===== config.mk =====
export PLATFORM = sky130hd
export DESIGN_NAME = flag_cond_unit
export DESIGN_NICKNAME = d
export VERILOG_FILES = /design/src/rtl/flag_cond_unit_pkg.sv /design/src/rtl/flag_cond_eval.sv /design/src/rtl/flag_cond_unit.sv
export SDC_FILE = /design/constraint.sdc
export NUM_CORES = 1
export LEC_CHECK = 0
export CAP_MARGIN = 10
export CORE_MARGIN = 2
export CORE_UTILIZATION = 49
export DETAILED_ROUTE_END_ITERATION = 10
export HOLD_SLACK_MARGIN = 0.03
export PLACE_DENSITY = 0.85
export SETUP_SLACK_MARGIN = 0.05
export SLEW_MARGIN = 20
export SYNTH_ARGS = -nofsm -noshare
export SYNTH_HDL_FRONTEND = slang
export SYNTH_SLANG_ARGS = --single-unit

===== constraint.sdc =====
create_clock -name clk -period 2.1 [get_ports clk]
set_input_delay 0.21 -clock clk [delete_from_list [all_inputs] [get_ports clk]]
set_output_delay 0.21 -clock clk [all_outputs]
set_load 0.02 [all_outputs]

===== src/rtl/flag_cond_unit_pkg.sv =====
// Shared definitions for the flag/condition unit: condition codes, flag bit
// positions inside {Z,V,N}, and the branch-resolution state encoding.
package flag_cond_unit_pkg;

  localparam logic [2:0] CC_NE = 3'b000;
  localparam logic [2:0] CC_EQ = 3'b001;
  localparam logic [2:0] CC_GT = 3'b010;
  localparam logic [2:0] CC_LT = 3'b011;
  localparam logic [2:0] CC_GE = 3'b100;
  localparam logic [2:0] CC_LE = 3'b101;
  localparam logic [2:0] CC_OV = 3'b110;
  localparam logic [2:0] CC_UN = 3'b111;

  localparam int FLG_Z = 2;
  localparam int FLG_V = 1;
  localparam int FLG_N = 0;

  typedef enum logic [1:0] {
    ST_IDLE = 2'd0,
    ST_WAIT = 2'd1,
    ST_RESP = 2'd2
  } br_state_t;

endpackage


===== src/rtl/flag_cond_eval.sv =====
// Pure combinational branch condition evaluator: condition code x {Z,V,N} -> taken.
module flag_cond_eval
  import flag_cond_unit_pkg::*;
(
  input  logic [2:0] ccc,
  input  logic [2:0] flags,
  output logic       taken
);

  logic z, v, n;

  assign z = flags[FLG_Z];
  assign v = flags[FLG_V];
  assign n = flags[FLG_N];

  // NOTE: assign a default before the case so no path leaves 'taken' unassigned (no latch).
  always_comb begin
    taken = 1'b0;
    case (ccc)
      CC_NE:   taken = !z;
      CC_EQ:   taken = z;
      CC_GT:   taken = !z && !n;
      CC_LT:   taken = n;
      CC_GE:   taken = z || (!z && !n);
      CC_LE:   taken = n || z;
      CC_OV:   taken = v;
      CC_UN:   taken = 1'b1;
      default: taken = 1'b0;
    endcase
  end

endmodule


===== src/rtl/flag_cond_unit.sv =====
// Flag register read side: holds committed Z/V/N, counts in-flight flag writers and
// resolves decode's branch conditions once all older writers commit (EX result forwarded).
module flag_cond_unit
  import flag_cond_unit_pkg::*;
#(
  parameter  int MAX_PEND = 3,
  localparam int CW       = $clog2(MAX_PEND + 1)
) (
  input  logic       clk,
  input  logic       rst_n,
  input  logic       issue_flag_wr,
  input  logic       flag_wen,
  input  logic [2:0] flag_d,
  input  logic       flush,
  input  logic       br_valid,
  input  logic [2:0] br_ccc,
  output logic       br_ready,
  output logic       br_done,
  output logic       br_taken,
  output logic [2:0] flags_q,
  output logic       pend_full,
  output logic       pend_err
);

  br_state_t     state, state_nxt;
  logic [CW-1:0] pending, pending_nxt;
  logic [CW-1:0] wait_cnt, wait_nxt;
  logic [CW-1:0] older;
  logic [2:0]    ccc_q, ccc_nxt;
  logic [2:0]    eval_ccc;
  logic [2:0]    flags_nxt;
  logic          taken_nxt;
  logic          eval_taken;
  logic          err_set;
  logic          accept;

  assign flags_nxt = flag_wen ? flag_d : flags_q;
  assign pend_full = (pending == CW'(MAX_PEND));
  assign br_ready  = (state == ST_IDLE);
  assign br_done   = (state == ST_RESP);
  assign accept    = br_ready && br_valid && !flush;

  // A commit in the acceptance cycle retires one older writer before the branch counts them.
  assign older = (flag_wen && (pending != '0)) ? pending - CW'(1) : pending;

  // In IDLE the incoming code is evaluated; while waiting, the latched one is.
  // flags_nxt already carries the forwarded commit value in both cases.
  assign eval_ccc = (state == ST_IDLE) ? br_ccc : ccc_q;

  flag_cond_eval u_eval (
    .ccc   (eval_ccc),
    .flags (flags_nxt),
    .taken (eval_taken)
  );

  always_comb begin
    pending_nxt = pending;
    err_set     = 1'b0;
    if (issue_flag_wr && !flag_wen) begin
      if (pend_full) err_set = 1'b1;
      else           pending_nxt = pending + CW'(1);
    end else if (flag_wen && !issue_flag_wr) begin
      if (pending == '0) err_set = 1'b1;
      else               pending_nxt = pending - CW'(1);
    end else if (flag_wen && issue_flag_wr && (pending == '0)) begin
      err_set = 1'b1;
    end
    if (flush) pending_nxt = '0;
  end

  always_comb begin
    state_nxt = state;
    wait_nxt  = wait_cnt;
    ccc_nxt   = ccc_q;
    taken_nxt = br_taken;
    case (state)
      ST_IDLE: begin
        if (accept) begin
          ccc_nxt = br_ccc;
          if (older == '0) begin
            state_nxt = ST_RESP;
            taken_nxt = eval_taken;
          end else begin
            state_nxt = ST_WAIT;
            wait_nxt  = older;
          end
        end
      end
      ST_WAIT: begin
        if (flush) begin
          state_nxt = ST_IDLE;
          wait_nxt  = '0;
        end else if (flag_wen) begin
          wait_nxt = wait_cnt - CW'(1);
          if (wait_cnt == CW'(1)) begin
            state_nxt = ST_RESP;
            taken_nxt = eval_taken;
          end
        end
      end
      ST_RESP: state_nxt = ST_IDLE;
      default: begin
        state_nxt = ST_IDLE;
        wait_nxt  = '0;
      end
    endcase
  end

  // NOTE: state registers use non-blocking assignments so every flop samples pre-edge values.
  always_ff @(posedge clk or negedge rst_n) begin
    if (!rst_n) begin
      state    <= ST_IDLE;
      pending  <= '0;
      wait_cnt <= '0;
      ccc_q    <= 3'b000;
      flags_q  <= 3'b000;
      br_taken <= 1'b0;
      pend_err <= 1'b0;
    end else begin
      state    <= state_nxt;
      pending  <= pending_nxt;
      wait_cnt <= wait_nxt;
      ccc_q    <= ccc_nxt;
      flags_q  <= flags_nxt;
      br_taken <= taken_nxt;
      if (err_set) pend_err <= 1'b1;
    end
  end

endmodule

# After elaboration in Yosys (flattened, before gate mapping)
# Cells that the tools add are included.
# word_totals
inputBits	12
elab_cells	90
register_bits	14
# classes
n_mux	31
addsub	3
eq_ne	21
reduce_logical	27
bitwise	1
# op_table
op	count
two-way mux 2 bit	15
equality test 3 bit, second input constant	4
!= test 3 bit, second input constant	4
two-way mux 1 bit	10
logical AND 1 bit	8
!= test 2 bit, second input constant	4
case mux 1 bit (8 select lines)	1
equality test 3 x 2 -> 1 bit, second input constant	2
zero test 2 bit	3
two-way mux 3 bit	2
case mux 2 bit (3 select lines)	1
AND reduction 3 bit	2
AND reduction 6 bit	1
zero test 1 bit	5
equality test 2 x 1 -> 1 bit, second input constant	2
equality test 2 bit, second input constant	2
!= test 2 x 1 -> 1 bit, second input constant	2
case mux 2 bit (2 select lines)	1
AND reduction 4 bit	1
nonzero test 2 bit	2
subtractor 2 x 1 -> 2 bit, second input constant	2
equality test 3 x 1 -> 1 bit, second input constant	1
zero test 3 bit	1
nonzero test 3 bit	1
other kinds (5)	6

# Logic depth before layout (Yosys ltp)
# logic_depth
ltp_word	9
ltp_mapped	7
depth_no_buf	7

# Modules after synthesis
# A second synthesis with hierarchy kept.
# hier_totals
hier_cells	91
hier_area_um2	917.1
# modules_own_cells
module	instances	cells_per_inst	area_per_inst_um2
flag_cond_unit	1	80	840.8
flag_cond_eval	1	11	76.3

# Worst setup path before layout
# No wires, ideal clock.
# synth_timing
path_kind	reg2reg
from	register pending[0]
to	register wait_cnt[0]
path_stages_with_launch	8
synth_period_minus_slack_ns	1.836
setup_ns	0.128
n_path_buf	0
arrival_time_ns	1.708
t_required_ns	1.972
setup_slack_ns	0.264
cell_sequence	dfrtp_1 -> inv_1 -> ha_1 -> nand4b_1 -> o31ai_2 -> o21ba_1 -> a21oi_1 -> mux2_1
# synth_between
elab_chain_len	6
word_cells_on_any_way	10
classes_between	1 x add/sub; 1 x eq/ne; 4 x mux; 4 x reduce/logical
# synth_rtl
item	line	text
start: declaration	flag_cond_unit.sv:26	logic [CW-1:0] pending, pending_nxt;
start signal: assignment	flag_cond_unit.sv:121	pending <= pending_nxt;
branches (longest 2 deep; another with subtractor 2 x 1 -> 2 bit)	-	
two-way mux 2 bit (*)	flag_cond_unit.sv:44	assign older = (flag_wen && (pending != '0)) ? pending - CW'(1) : pending;
two-way mux 2 bit / zero test 2 bit (equally long branches)	flag_cond_unit.sv:80	if (older == '0) begin
two-way mux 2 bit / != test 2 bit (equally long branches)	-	
case mux 2 bit (3 select lines) / AND reduction 4 bit (equally long branches)	-	
end signal: assignment	flag_cond_unit.sv:122	wait_cnt <= wait_nxt;
end: declaration	flag_cond_unit.sv:27	logic [CW-1:0] wait_cnt, wait_nxt;
# Mark *: on every way between the ends. The select of a mux whose other input is x is not followed.
# A chain may end at the register's enable or synchronous reset.

# Final worst setup path
# layout_timing
from	register state[0]
to	output port br_ready
# layout_between
elab_chain_len	1
# layout_rtl
item	line	text
start: declaration	flag_cond_unit.sv:25	br_state_t state, state_nxt;
start signal: assignment	flag_cond_unit.sv:120	state <= state_nxt;
zero test 2 bit	flag_cond_unit.sv:39	assign br_ready = (state == ST_IDLE);
end: declaration	flag_cond_unit.sv:17	output logic br_ready,
# Every way passes these cells.

==> results.json <==
{
  "status": "complete, no violations",
  "grt_usage": 0.208,
  "synth-seq-cells": 14,
  "final_cell_mix": "19 x clkdlybuf4s50_1, 14 x dfrtp_1, 7 x inv_1, 7 x nand2_1, 7 x buf_4",
  "leakagePower_uw": 0.000512,
  "clock.fmax_ghz": 0.509,
  "grt_pass1_wl_mm": 3.19,
  "boundaryPins": 20,
  "postCtsResizedCells": 0,
  "tns_ps": 0,
  "yosysTopAreaCell": "dfrtp_1",
  "yosysSeqAreaShare": 0.379,
  "setup_viol": 0,
  "dpl_worst_slack_ps": 0.566,
  "vias": 800,
  "antenna_left": 0,
  "cts_setup_buffers": 0,
  "drv_slew": 0,
  "die-area_sq_mm": 0.00225,
  "synthArstFlopShare": 1.00,
  "cts_buffers": 3,
  "clkLatencyLatePin_ps": 290,
  "power_density_mw_per_mm2": 911,
  "cp_max_fo": 9,
  "synth_area_per_cell_sq_um": 9.73,
  "synth_area_leaders": "dfrtp_1 38%, mux2i_1 5.4%, ha_1 4.1%",
  "postLayoutSetupSlackWorst_ps": 135,
  "r2r-start": "pending[1]",
  "final_nets": 137,
  "area_growth_pct": 30.2,
  "synth_cell_types": 43,
  "portBuffers": 19,
  "cp_slowest_cell": "clkdlybuf4s50_1",
  "critPathCaptureType": "primary output",
  "cts_tree": "built",
  "path_cells": "nor2_2 -> clkdlybuf4s50_1",
  "dp_hpwl_mm": 1.55,
  "via_per_inst": 5.52,
  "rows": 15,
  "core_area_sq_mm": 0.00175,
  "arrival_ps": 1750,
  "grt_max_degree": 15,
  "finalCriticalPeriod_ps": 1960,
  "rsz0062_at_grt": "false",
  "place_inst": 142,
  "drt_iter0_markers": 30,
  "htreeDepth": 1,
  "wl_mm": 2.01,
  "postSynthCellCount": 95,
  "dr_wl_met3_um": 102,
  "clock_sinks": 14,
  "hp-class": "in2async",
  "met2_length_um": 976,
  "r2r_slack_ps": 200,
  "start_kind": "register",
  "layout_commonest_cell": "clkdlybuf4s50_1",
  "fin_skew_ps": 4.52,
  "detail_route.wl_per_cell_um": 13.8,
  "drv_cap": 0,
  "clock_path_buffers": 2,
  "hold_slack_ps": 308,
  "die_h_um": 47.4,
  "drive_above_1_share": 0.183,
  "clkSlewWorstSetupHoldPaths_ps": 90,
  "synthesis.nets": 110,
  "clockRootBuffer": "clkbuf_4",
  "dr.pass1.iters": 4,
  "initial_utilization": 0.530,
  "max_stage_delay_ps": 690,
  "post-route-period-util": 0.935,
  "die_w_um": 47.4,
  "critical_path_class": "reg2out",
  "diodes": 0,
  "gp_congestion": 0.832,
  "holdBufCountCts": 0,
  "required_ps": 1890,
  "synth_area_sq_um": 925,
  "grt_pass1_vias": 770,
  "final_cell_count_no_fill": 145,
  "startpoint": "state[0]",
  "ys.warnings.count": 0,
  "ir_worst_vdd_mv": 0.534,
  "hold_viol": 0,
  "grt-ovfl-total": 0,
  "synth_edf_count": 0,
  "antenna_found_initial": 0,
  "synth_top_area_share": 0.379,
  "tightest_slew_ps": 640,
  "slew_headroom": 0.572,
  "drcViolationCount": 0,
  "met1Wirelength_um": 882,
  "yosys_most_used_dff": "dfrtp_1",
  "dr.max_layer_used": "met4"
}
kinds of logic (layout without fill, tap and decap cells):
group,count (synthesis),in the layout,synth area share
AOI/OAI and AO/OA,20,20,0.169
xor gates and xnor gates,2,2,0.0189
adders and majority gates,3,3,0.0406
buffers and inverters,11,36,0.0474
DFF,14,14,0.379
muxes,11,11,0.127
and+or+nand+nor,34,34,0.218
layout make-up:
| cell class | instances | area (sq um) |
|---|---|---|
| Fill cell | 145 | 542 |
| Multi-Input combinational cell | 70 | 531 |
| Sequential cell | 14 | 350 |
| Timing Repair Buffer | 26 | 243 |
| Tap cell | 25 | 31.3 |
| Inverter | 7 | 26.3 |
| Clock buffer | 3 | 22.5 |
per-stage QoR:
| step | power, uW | util | area (sq um) |
|---|---|---|---|
| 3_3_place_gp | 911 | 0.677 | 1180 |
| 2_1_floorplan | 757 | - | 925 |
| 6_report | 1100 | 0.690 | 1200 |
| 5_1_grt | 1160 | 0.690 | 1200 |
| 3_5_place_dp | 939 | 0.677 | 1180 |
| 4_1_cts | 1100 | 0.690 | 1200 |
sequential cells by signal, summed over array words and instances (netlist names):
name / count
br_taken: 1
ccc_q: 3
flags_q: 3
pend_err: 1
pending: 2
state: 2
wait_cnt: 2
where the power goes:
group	leakage (uW)	internal, uW	switching [uW]
Sequential	0.000167	340	63.4
Clock	0.0000138	66.8	93.6
Combinational	0.000331	268	265
Total	0.000512	675	422
layer usage:
| metal | vias up | global-route usage |
|---|---|---|
| li1 | 399 | - |
| met1 | 372 | 0.249 |
| met2 | 24 | 0.346 |
| met3 | 5 | 0.0340 |
| met4 | 0 | 0.133 |
| met5 | - | 0 |
cells in the mapped netlist, types with 2 or more instances:
cell and number:
buf_2 2, mux2i_1 5, mux2_2 3, o21ai_0 4
nor2b_1 2, inv_1 7, clkbuf_1 2, a21oi_1 3
nor2_1 5, ha_1 3, nor3_1 6, dfrtp_1 14
nand2_1 7, mux2_1 3
path summary, 6_finish.rpt:
kind / endpoint / cells after the start
min in group clk: pend_err / 1
worst min-delay path: ccc_q[0] / 1
worst max register to register: wait_cnt[0] / 7
max in group asynchronous: br_taken / 1
worst min register to register: pend_err / 1
worst max-delay path: br_ready / 2
critical path, delay by kind of cell (launching register included):
kind / cells / cell delay (ps)
buffers and inverters: 1 / 690
DFF: 1 / 440
and+or+nand+nor: 1 / 340
Note: power is estimated with default switching activity, not from simulation.
